**src/rtl/video_fetch_pkg.sv**
```systemverilog
// Shared types and defaults for the framebuffer fetch controller.
// FSM state encoding plus frame-size and byte-index constants.
package video_fetch_pkg;

  typedef enum logic [2:0] {
    IDLE,
    FLUSH,
    FILL,
    WAIT,
    DRAIN
  } fetch_state_t;

  localparam int FRAME_WORDS_640X480 = 9600;
  localparam int BYTE_IDX_W = 2;

endpackage

```
**src/rtl/video_fetch_fifo.sv**
```systemverilog
// Show-ahead word FIFO for the fetch controller.
// Head word is visible on rdata whenever the FIFO is non-empty.
module video_fetch_fifo #(
  parameter int LOG2 = 4
) (
  input  logic            clk,
  input  logic            reset,
  input  logic            clear,
  input  logic            push,
  input  logic [31:0]     wdata,
  input  logic            pop,
  output logic [31:0]     rdata,
  output logic [LOG2:0]   level,
  output logic            full,
  output logic            empty
);

  localparam int DEPTH = 2 ** LOG2;
  localparam logic [LOG2:0] DEPTH_LVL = (LOG2 + 1)'(DEPTH);

  logic [31:0]     mem [DEPTH];
  logic [LOG2-1:0] wp;
  logic [LOG2-1:0] rp;
  logic            do_push;
  logic            do_pop;

  assign full    = (level == DEPTH_LVL);
  assign empty   = (level == '0);
  assign do_push = push & ~full;
  assign do_pop  = pop & ~empty;
  assign rdata   = mem[rp];

  always_ff @(posedge clk or posedge reset) begin
    if (reset) begin
      wp    <= '0;
      rp    <= '0;
      level <= '0;
    end else if (clear) begin
      wp    <= '0;
      rp    <= '0;
      level <= '0;
    end else begin
      if (do_push)
        wp <= wp + 1'b1;
      if (do_pop)
        rp <= rp + 1'b1;
      if (do_push && !do_pop)
        level <= level + 1'b1;
      else if (do_pop && !do_push)
        level <= level - 1'b1;
    end
  end

  always_ff @(posedge clk) begin
    if (do_push && !clear)
      mem[wp] <= wdata;
  end

endmodule

```
**src/rtl/video_fetch_ctrl.sv**
```systemverilog
// Framebuffer fetch controller: watermark-driven word fetch, byte unpack.
// Optional saturating underflow counter: VIDEO_FETCH_UNDERFLOW_CNT_EN.
module video_fetch_ctrl
  import video_fetch_pkg::*;
#(
  parameter int ADDR_W      = 30,
  parameter int FIFO_LOG2   = 4,
  parameter int LOW_WM      = 4,
  parameter int FRAME_WORDS = FRAME_WORDS_640X480
) (
  input  logic              clk,
  input  logic              reset,
  input  logic [ADDR_W-1:0] base_addr,
  input  logic              vsync_n,
  input  logic              rd,
  output logic [7:0]        disp_data,
  output logic              bus_req,
  output logic [ADDR_W-1:0] bus_addr,
  input  logic              bus_ack,
  input  logic [31:0]       bus_data,
  output logic              underflow,
  output logic [15:0]       underflow_cnt
);

  localparam int LEFT_W = $clog2(FRAME_WORDS + 1);
  localparam logic [LEFT_W-1:0] FRAME_CNT = LEFT_W'(FRAME_WORDS);
  localparam logic [FIFO_LOG2:0] DEPTH_LVL = (FIFO_LOG2 + 1)'(2 ** FIFO_LOG2);
  localparam logic [FIFO_LOG2:0] LOW_LVL = (FIFO_LOG2 + 1)'(LOW_WM);

  fetch_state_t          state;
  logic [ADDR_W-1:0]     ptr;
  logic [LEFT_W-1:0]     left;
  logic                  fetching;
  logic [BYTE_IDX_W-1:0] idx;
  logic                  vs_m, vs_s, vs_d;
  logic                  restart;
  logic                  flush;
  logic                  push;
  logic                  pop;
  logic                  rd_ok;
  logic                  go;
  logic [31:0]           head;
  logic [FIFO_LOG2:0]    level;
  logic                  full;
  logic                  empty;

  always_ff @(posedge clk or posedge reset) begin
    if (reset) begin
      vs_m <= 1'b1;
      vs_s <= 1'b1;
      vs_d <= 1'b1;
    end else begin
      vs_m <= vsync_n;
      vs_s <= vs_m;
      vs_d <= vs_s;
    end
  end

  assign restart = vs_d & ~vs_s;
  assign flush   = (state == FLUSH);
  assign push    = (state == WAIT) & bus_ack & ~restart;
  assign rd_ok   = rd & ~restart & ~flush;
  assign pop     = rd_ok & ~empty & (idx == '1);
  assign go      = ~full & (fetching | (level < LOW_LVL));

  video_fetch_fifo #(
    .LOG2 (FIFO_LOG2)
  ) u_fifo (
    .clk   (clk),
    .reset (reset),
    .clear (flush),
    .push  (push),
    .wdata (bus_data),
    .pop   (pop),
    .rdata (head),
    .level (level),
    .full  (full),
    .empty (empty)
  );

  always_ff @(posedge clk or posedge reset) begin
    if (reset) begin
      state    <= IDLE;
      ptr      <= '0;
      left     <= '0;
      bus_req  <= 1'b0;
      bus_addr <= '0;
    end else begin
      unique case (state)
        IDLE: begin
          if (restart)
            state <= FLUSH;
        end
        FLUSH: begin
          ptr   <= base_addr;
          left  <= FRAME_CNT;
          state <= restart ? FLUSH : FILL;
        end
        FILL: begin
          if (restart) begin
            state <= FLUSH;
          end else if (left != '0 && go) begin
            bus_req  <= 1'b1;
            bus_addr <= ptr;
            state    <= WAIT;
          end
        end
        WAIT: begin
          if (bus_ack) begin
            bus_req <= 1'b0;
            if (restart) begin
              state <= FLUSH;
            end else begin
              ptr   <= ptr + 1'b1;
              left  <= left - 1'b1;
              state <= FILL;
            end
          end else if (restart) begin
            state <= DRAIN;
          end
        end
        DRAIN: begin
          // the outstanding read must complete before the bus is reusable
          if (bus_ack) begin
            bus_req <= 1'b0;
            state   <= FLUSH;
          end
        end
        default: state <= IDLE;
      endcase
    end
  end

  always_ff @(posedge clk or posedge reset) begin
    if (reset)
      fetching <= 1'b0;
    else if (flush)
      fetching <= 1'b0;
    else if (push && !pop && level == DEPTH_LVL - 1'b1)
      fetching <= 1'b0;
    else if (level < LOW_LVL)
      fetching <= 1'b1;
  end

  always_ff @(posedge clk or posedge reset) begin
    if (reset) begin
      idx       <= '0;
      underflow <= 1'b0;
    end else if (flush) begin
      idx       <= '0;
      underflow <= 1'b0;
    end else if (rd_ok) begin
      if (empty)
        underflow <= 1'b1;
      else
        idx <= idx + 1'b1;
    end
  end

  always_comb begin
    disp_data = 8'h00;
    if (!empty)
      disp_data = head[{idx, 3'b000} +: 8];
  end

`ifdef VIDEO_FETCH_UNDERFLOW_CNT_EN
  logic [15:0] ucnt;

  always_ff @(posedge clk or posedge reset) begin
    if (reset)
      ucnt <= '0;
    else if (rd_ok && empty && ucnt != 16'hFFFF)
      ucnt <= ucnt + 1'b1;
  end

  assign underflow_cnt = ucnt;
`else
  assign underflow_cnt = '0;
`endif

endmodule

```
**config.mk**
```make
export PLATFORM = sky130hd
export DESIGN_NAME = video_fetch_ctrl
export DESIGN_NICKNAME = d
export VERILOG_FILES = /design/src/rtl/video_fetch_pkg.sv /design/src/rtl/video_fetch_fifo.sv /design/src/rtl/video_fetch_ctrl.sv
export SDC_FILE = /design/constraint.sdc
export NUM_CORES = 1
export LEC_CHECK = 0
export CAP_MARGIN = 25
export CORE_MARGIN = 1
export CORE_UTILIZATION = 39
export DETAILED_ROUTE_END_ITERATION = 7
export PLACE_DENSITY = 0.66
export SLEW_MARGIN = 0
export SYNTH_ARGS = -nofsm -noshare
export SYNTH_HDL_FRONTEND = slang
export SYNTH_SLANG_ARGS = --single-unit
```
**constraint.sdc**
```tcl
create_clock -name clk -period 10.42 [get_ports clk]
set_input_delay 1.042 -clock clk [delete_from_list [all_inputs] [get_ports clk]]
set_output_delay 1.042 -clock clk [all_outputs]
set_load 0.005 [all_outputs]
```
## Word-level counts from Yosys, hierarchy flattened

Memory sizes are Yosys's and may differ from the RTL's.
Index checks and enable logic that the tools add are counted.

- Add/sub/neg operators: 7
- Order comparisons: 1
- Eq/ne operators: 17
- Shifts and indexed selects: 1
- Muxes and demuxes: 37
- Bitwise logic cells: 16
- Reduce and logical (&&, ||, !) cells: 28

Operators with widths:

| kind | number |
|---|---|
| 30-bit two-way mux | 2 |
| 30-bit case mux with 2 select lines | 1 |
| 32-bit by 6-bit indexed part select with 8-bit output | 1 |
| 30-bit by 1-bit adder with 30-bit output (second input constant) | 1 |
| 14-bit two-way mux | 2 |
| 14-bit case mux with 2 select lines | 1 |
| 3-bit two-way mux | 6 |
| 4-bit two-way mux | 4 |
| 5-bit two-way mux | 3 |
| 3-bit case mux with 5 select lines | 1 |
| 2-bit inequality test (second input constant) | 7 |
| 14-bit nonzero test | 1 |
| 14-bit by 1-bit subtractor with 14-bit output (second input constant) | 1 |
| 2-bit nonzero test | 6 |
| 1-bit two-way mux | 11 |
| 1-bit bitwise AND | 10 |
| 4-bit by 1-bit adder with 4-bit output (second input constant) | 2 |
| 2-bit two-way mux | 4 |
| 8-bit two-way mux | 1 |
| 4-bit AND reduction | 2 |
| 3-bit by 2-bit equality test with 1-bit output (second input constant) | 2 |
| 1-bit logical AND | 6 |
| 3-bit inequality test (second input constant) | 2 |
| 3-bit AND reduction | 2 |
| 19 further kinds | 28 |

- Register bits: 98
- RAM bits: 512
- Bits of input ports: 67
- Output and inout bits: 56
- Word-level logic and storage cells: 122
- Memories: 1

Memories:

| memory | words | width | rd ports | clocked after Yosys merged registers in | write ports | RTL line | source |
|---|---|---|---|---|---|---|---|
| u_fifo.mem | 16 | 32 | 1 | 0 | 1 | video_fetch_fifo.sv:21 | `logic [31:0] mem [DEPTH];` |

## Longest topological paths before layout

- Word-level depth: 12
- Gate-level depth with buffers: 11
- Depth with buffers taken out: 10

## Cells and area by module

Synthesis repeated with hierarchy kept, for this count alone.

- Cell total of the unflattened synthesis: 1347
- Area, all modules: 24678.7 um2

Modules (own cells, without submodules):

| module | instances | cells an instance | area each (um2) | sequential area each (um2) |
|---|---|---|---|---|
| video_fetch_fifo | 1 | 887 | 20066.7 | 15700.1 |
| video_fetch_ctrl | 1 | 460 | 4611.9 | 2130.8 |

## Worst setup path after synthesis

No wires, ideal clock.

- Path type: input port to flip-flop
- Start: in bus_ack
- End: mem u_fifo.mem[0][0] (enable)
- Setup time: 0.502 ns
- Data arrival time: 4.806 ns
- Data required time: 9.918 ns
- Path slack: 5.112 ns
- Cell stages on the path: 4
- Path buffers: 0
- Cell sequence: inv_1 > nor3_1 > nand2_1 > nor4_1

- Word-level cells in the longest chain between the ends: 6

RTL lines:

| item | RTL line | source |
|---|---|---|
| start: declaration | video_fetch_ctrl.sv:19 | `input logic bus_ack,` |
| 1-bit bitwise AND (2 in a row) | video_fetch_ctrl.sv:61 | `assign push = (state == WAIT) & bus_ack & ~restart;` |
| 1-bit bitwise AND | video_fetch_fifo.sv:29 | `assign do_push = push & ~full;` |
| 1-bit logical AND | video_fetch_fifo.sv:55 | `if (do_push && !clear)` |
| 1-bit two-way mux | video_fetch_fifo.sv:55 |  |
| 1-bit two-way mux (implied by the code) | video_fetch_fifo.sv:56 | `mem[wp] <= wdata;` |
| end: declaration | video_fetch_fifo.sv:21 |  |

Every way passes these cells.

## Final worst setup path

- Start: reg u_fifo.rp[0]
- End: out disp_data[2]

- Word-level cells in the longest chain between the ends: 3

RTL lines:

| item | RTL line | source |
|---|---|---|
| start: declaration | video_fetch_fifo.sv:23 | `logic [LOG2-1:0] rp;` |
| start signal: assignment | video_fetch_fifo.sv:46 | `rp <= rp + 1'b1;` |
| memory 16 x 32 bit | n/a |  |
| 32-bit by 6-bit indexed part select with 8-bit output | video_fetch_ctrl.sv:163 | `disp_data = head[{idx, 3'b000} +: 8];` |
| 8-bit two-way mux | video_fetch_ctrl.sv:162 | `if (!empty)` |
| end: declaration | video_fetch_ctrl.sv:16 | `output logic [7:0] disp_data,` |

Every way passes these cells.

==> flow_summary.json <==
{
  "outcome": "finished clean",
  "timing.rr.start": "state[1]$_DFFE_PP0P_",
  "drv_cap": 0,
  "fin_crit_sh": 0.575,
  "grt_pass1_vias": 13700,
  "synth_top_flop_cell": "edfxtp_1",
  "die_y_um": 255,
  "startpoint_type": "flip-flop",
  "dieArea_um2": 64800,
  "synth_seq_cells": 610,
  "track_usage": 0.185,
  "cts_buffers": 60,
  "yosysUniqueCellTypes": 76,
  "postCtsHoldBufs": 0,
  "core_um2": 63100,
  "cellLeakagePower_nw": 9.38,
  "r2r_cells": 6,
  "worstMarginPinSlew_ps": 1130,
  "synth-async-reset-ratio": 0.161,
  "synthTopCellsByArea": "edfxtp_1, mux4_2, dfrtp_1",
  "grt_setup_unrepaired": "false",
  "crit_start": "u_fifo.rp[0]$_DFFE_PP0P_",
  "wl_per_cell_um": 24.8,
  "final_common_cell": "edfxtp_1",
  "drt_iter0_markers": 1057,
  "die_w_um": 255,
  "grt_max_degree": 58,
  "drcViolationCount": 0,
  "synth-edff-count": 512,
  "grt_pass1_wl_um": 87800,
  "initial_core_util": 0.394,
  "cts_buffer_depth": 3,
  "p_per_area_nw_per_um2": 233,
  "h-tree-depth": 2,
  "nNetsFinal": 1579,
  "slew_violations": 0,
  "ff2ff_setup_slack_ps": 6730,
  "hold_viol": 0,
  "cts_tree": "done",
  "root_buffer": "clkbuf_16",
  "routed_wl_um": 59400,
  "syn_to_final_growth_pct": 16.3,
  "skew_ps": 65.7,
  "synth_area_um2": 24900,
  "path_class": "reg -> out",
  "max_freq_mhz": 167,
  "end_kind": "output pin",
  "crit_arrival_ps": 4950,
  "path_clk_slew_ps": 60,
  "holdWs_ps": 357,
  "syn_inst": 1369,
  "cp.required_ps": 9380,
  "synth_top_area_cell": "edfxtp_1",
  "gp_congestion": 0.779,
  "dpl.hpwl_um": 33600,
  "synth_top_area_frac": 0.618,
  "cts_sinks": 610,
  "hold_path_class": "reg -> reg",
  "grt-ovfl-total": 0,
  "syn_avg_cell_area_um2": 18.2,
  "finalCriticalPeriod_ps": 5990,
  "setup_viol": 0,
  "endpoint": "disp_data[2]",
  "postCtsSetupBuffers": 0,
  "peakVddDrop_mv": 0.185,
  "yosys_warnings": 0,
  "layout-drive-gt1-share": 0.205,
  "seq_area_frac_synth": 0.717,
  "vias": 13500,
  "rows": 92,
  "cts-resized-gates": 0,
  "clk_latency_ps": 650,
  "reg2reg_to": "u_fifo.mem[10][17]$_DFFE_PP_",
  "grt_antenna_before_repair": 3,
  "placement.io_buffers": 106,
  "first_pass_iters": 6,
  "crit_fanout": 45,
  "pin_count": 123,
  "via_per_inst": 5.65,
  "final_cell_mix": "edfxtp_1, mux4_2, clkdlybuf4s50_1",
  "diodes": 0,
  "ant_nets": 0,
  "setup_tns_ps": 0,
  "relSlewSlack": 0.248
}
[flip-flops by register name, summed over array words and instances (netlist names)]
signal / cells
idx: 2
vs_m: 1
left: 14
u_fifo.rp: 4
underflow: 1
u_fifo.mem: 512
ptr: 30
vs_s: 1
vs_d: 1
bus_req: 1
fetching: 1
u_fifo.wp: 4
bus_addr: 30
u_fifo.level: 5
state: 3
[Yosys cell counts (6+ instances only)]
cell      count
buf_4        19
nor2_1       67
nor3_1       20
mux2_4       29
or3_1         7
nand2b_1     10
edfxtp_1    512
inv_1        18
mux2i_1      26
nand4_1      13
ha_1         12
o21ai_0      23
o22ai_1      21
clkbuf_1     31
nand2_1      62
nor4_1       15
o221ai_1      9
dfrtp_1      95
xnor2_1       7
and2_1       11
and3_1        6
nor3b_1       6
a211oi_1      9
a21oi_1      32
mux4_2      128
buf_2        30
xor2_1       13
nand3_1      29
a31oi_1      12
[cells by family after synthesis]
| family | count (synthesis) | share of synthesized area |
|---|---|---|
| AO/OA/AOI/OAI | 159 | 0.0446 |
| XOR/XNOR | 21 | 0.00769 |
| adder cells (fa/ha/maj) | 13 | 0.00684 |
| buffers and inverters | 108 | 0.0230 |
| flip-flops | 610 | 0.717 |
| multiplexers | 188 | 0.146 |
| other | 1 | 0.000151 |
| AND/OR/NAND/NOR | 269 | 0.0551 |
[worst min-delay path by stage]
stage	cells past startpoint	to	slack, ps	startpoint
2_1_floorplan	0	vs_s$_DFF_PP1_	350	vs_m$_DFF_PP1_
6_report	0	vs_s$_DFF_PP1_	360	vs_m$_DFF_PP1_
4_1_cts	0	vs_s$_DFF_PP1_	360	vs_m$_DFF_PP1_
5_1_grt	0	vs_s$_DFF_PP1_	360	vs_m$_DFF_PP1_
3_5_place_dp	0	vs_s$_DFF_PP1_	350	vs_m$_DFF_PP1_
3_3_place_gp	0	vs_s$_DFF_PP1_	350	vs_m$_DFF_PP1_
[worst max-delay path, cell delays in order (launching register included)]
cell and delay (ps):
dfrtp_4 780, buf_4 810, buf_4 850, mux4_2 380
o22ai_1 80, nor4_1 620, o2bb2ai_1 230, clkdlybuf4s50_1 540
[per-layer routing]
metal  vias up  GRT usage  part of all wire
li1       5748          -                 -
met1      7097      0.246              0.41
met2       532      0.306              0.49
met3       113     0.0350             0.069
met4         6     0.0630             0.031
met5         -          0           0.00054
[layout make-up]
| class | instances | area [um2] |
|---|---|---|
| clock buffers | 72 | 1550 |
| clock inverters | 35 | 367 |
| fillers | 5359 | 34200 |
| inverters | 18 | 70.1 |
| multi-input cells | 666 | 6640 |
| flip-flops and latches | 610 | 17800 |
| well taps | 846 | 1060 |
| repair buffers | 143 | 1400 |
[through the flow]
step | instance area [um2] | total power [mW] | setup slack [ps] | util | cells
5_1_grt | 28900 | 7.03 | 4040 | 0.459 | 2390
3_5_place_dp | 27000 | 4.67 | 4910 | 0.428 | 2282
3_3_place_gp | 26900 | 4.62 | 4970 | 0.426 | 2276
4_1_cts | 28900 | 6.79 | 4280 | 0.459 | 2389
2_1_floorplan | 24900 | 4.09 | 5110 | - | 1384
6_report | 28900 | 6.74 | 4430 | 0.459 | 2390
[where the power goes]
part | leakage (nW) | internal, mW | total (mW) | switching, mW
combinational | 2.72 | 0.785 | 1.58 | 0.794
clock | 0.921 | 1.20 | 2.12 | 0.918
sequential | 5.74 | 2.84 | 3.04 | 0.196
total | 9.38 | 4.83 | 6.74 | 1.91
Note: power is estimated with default switching activity, not from simulation.
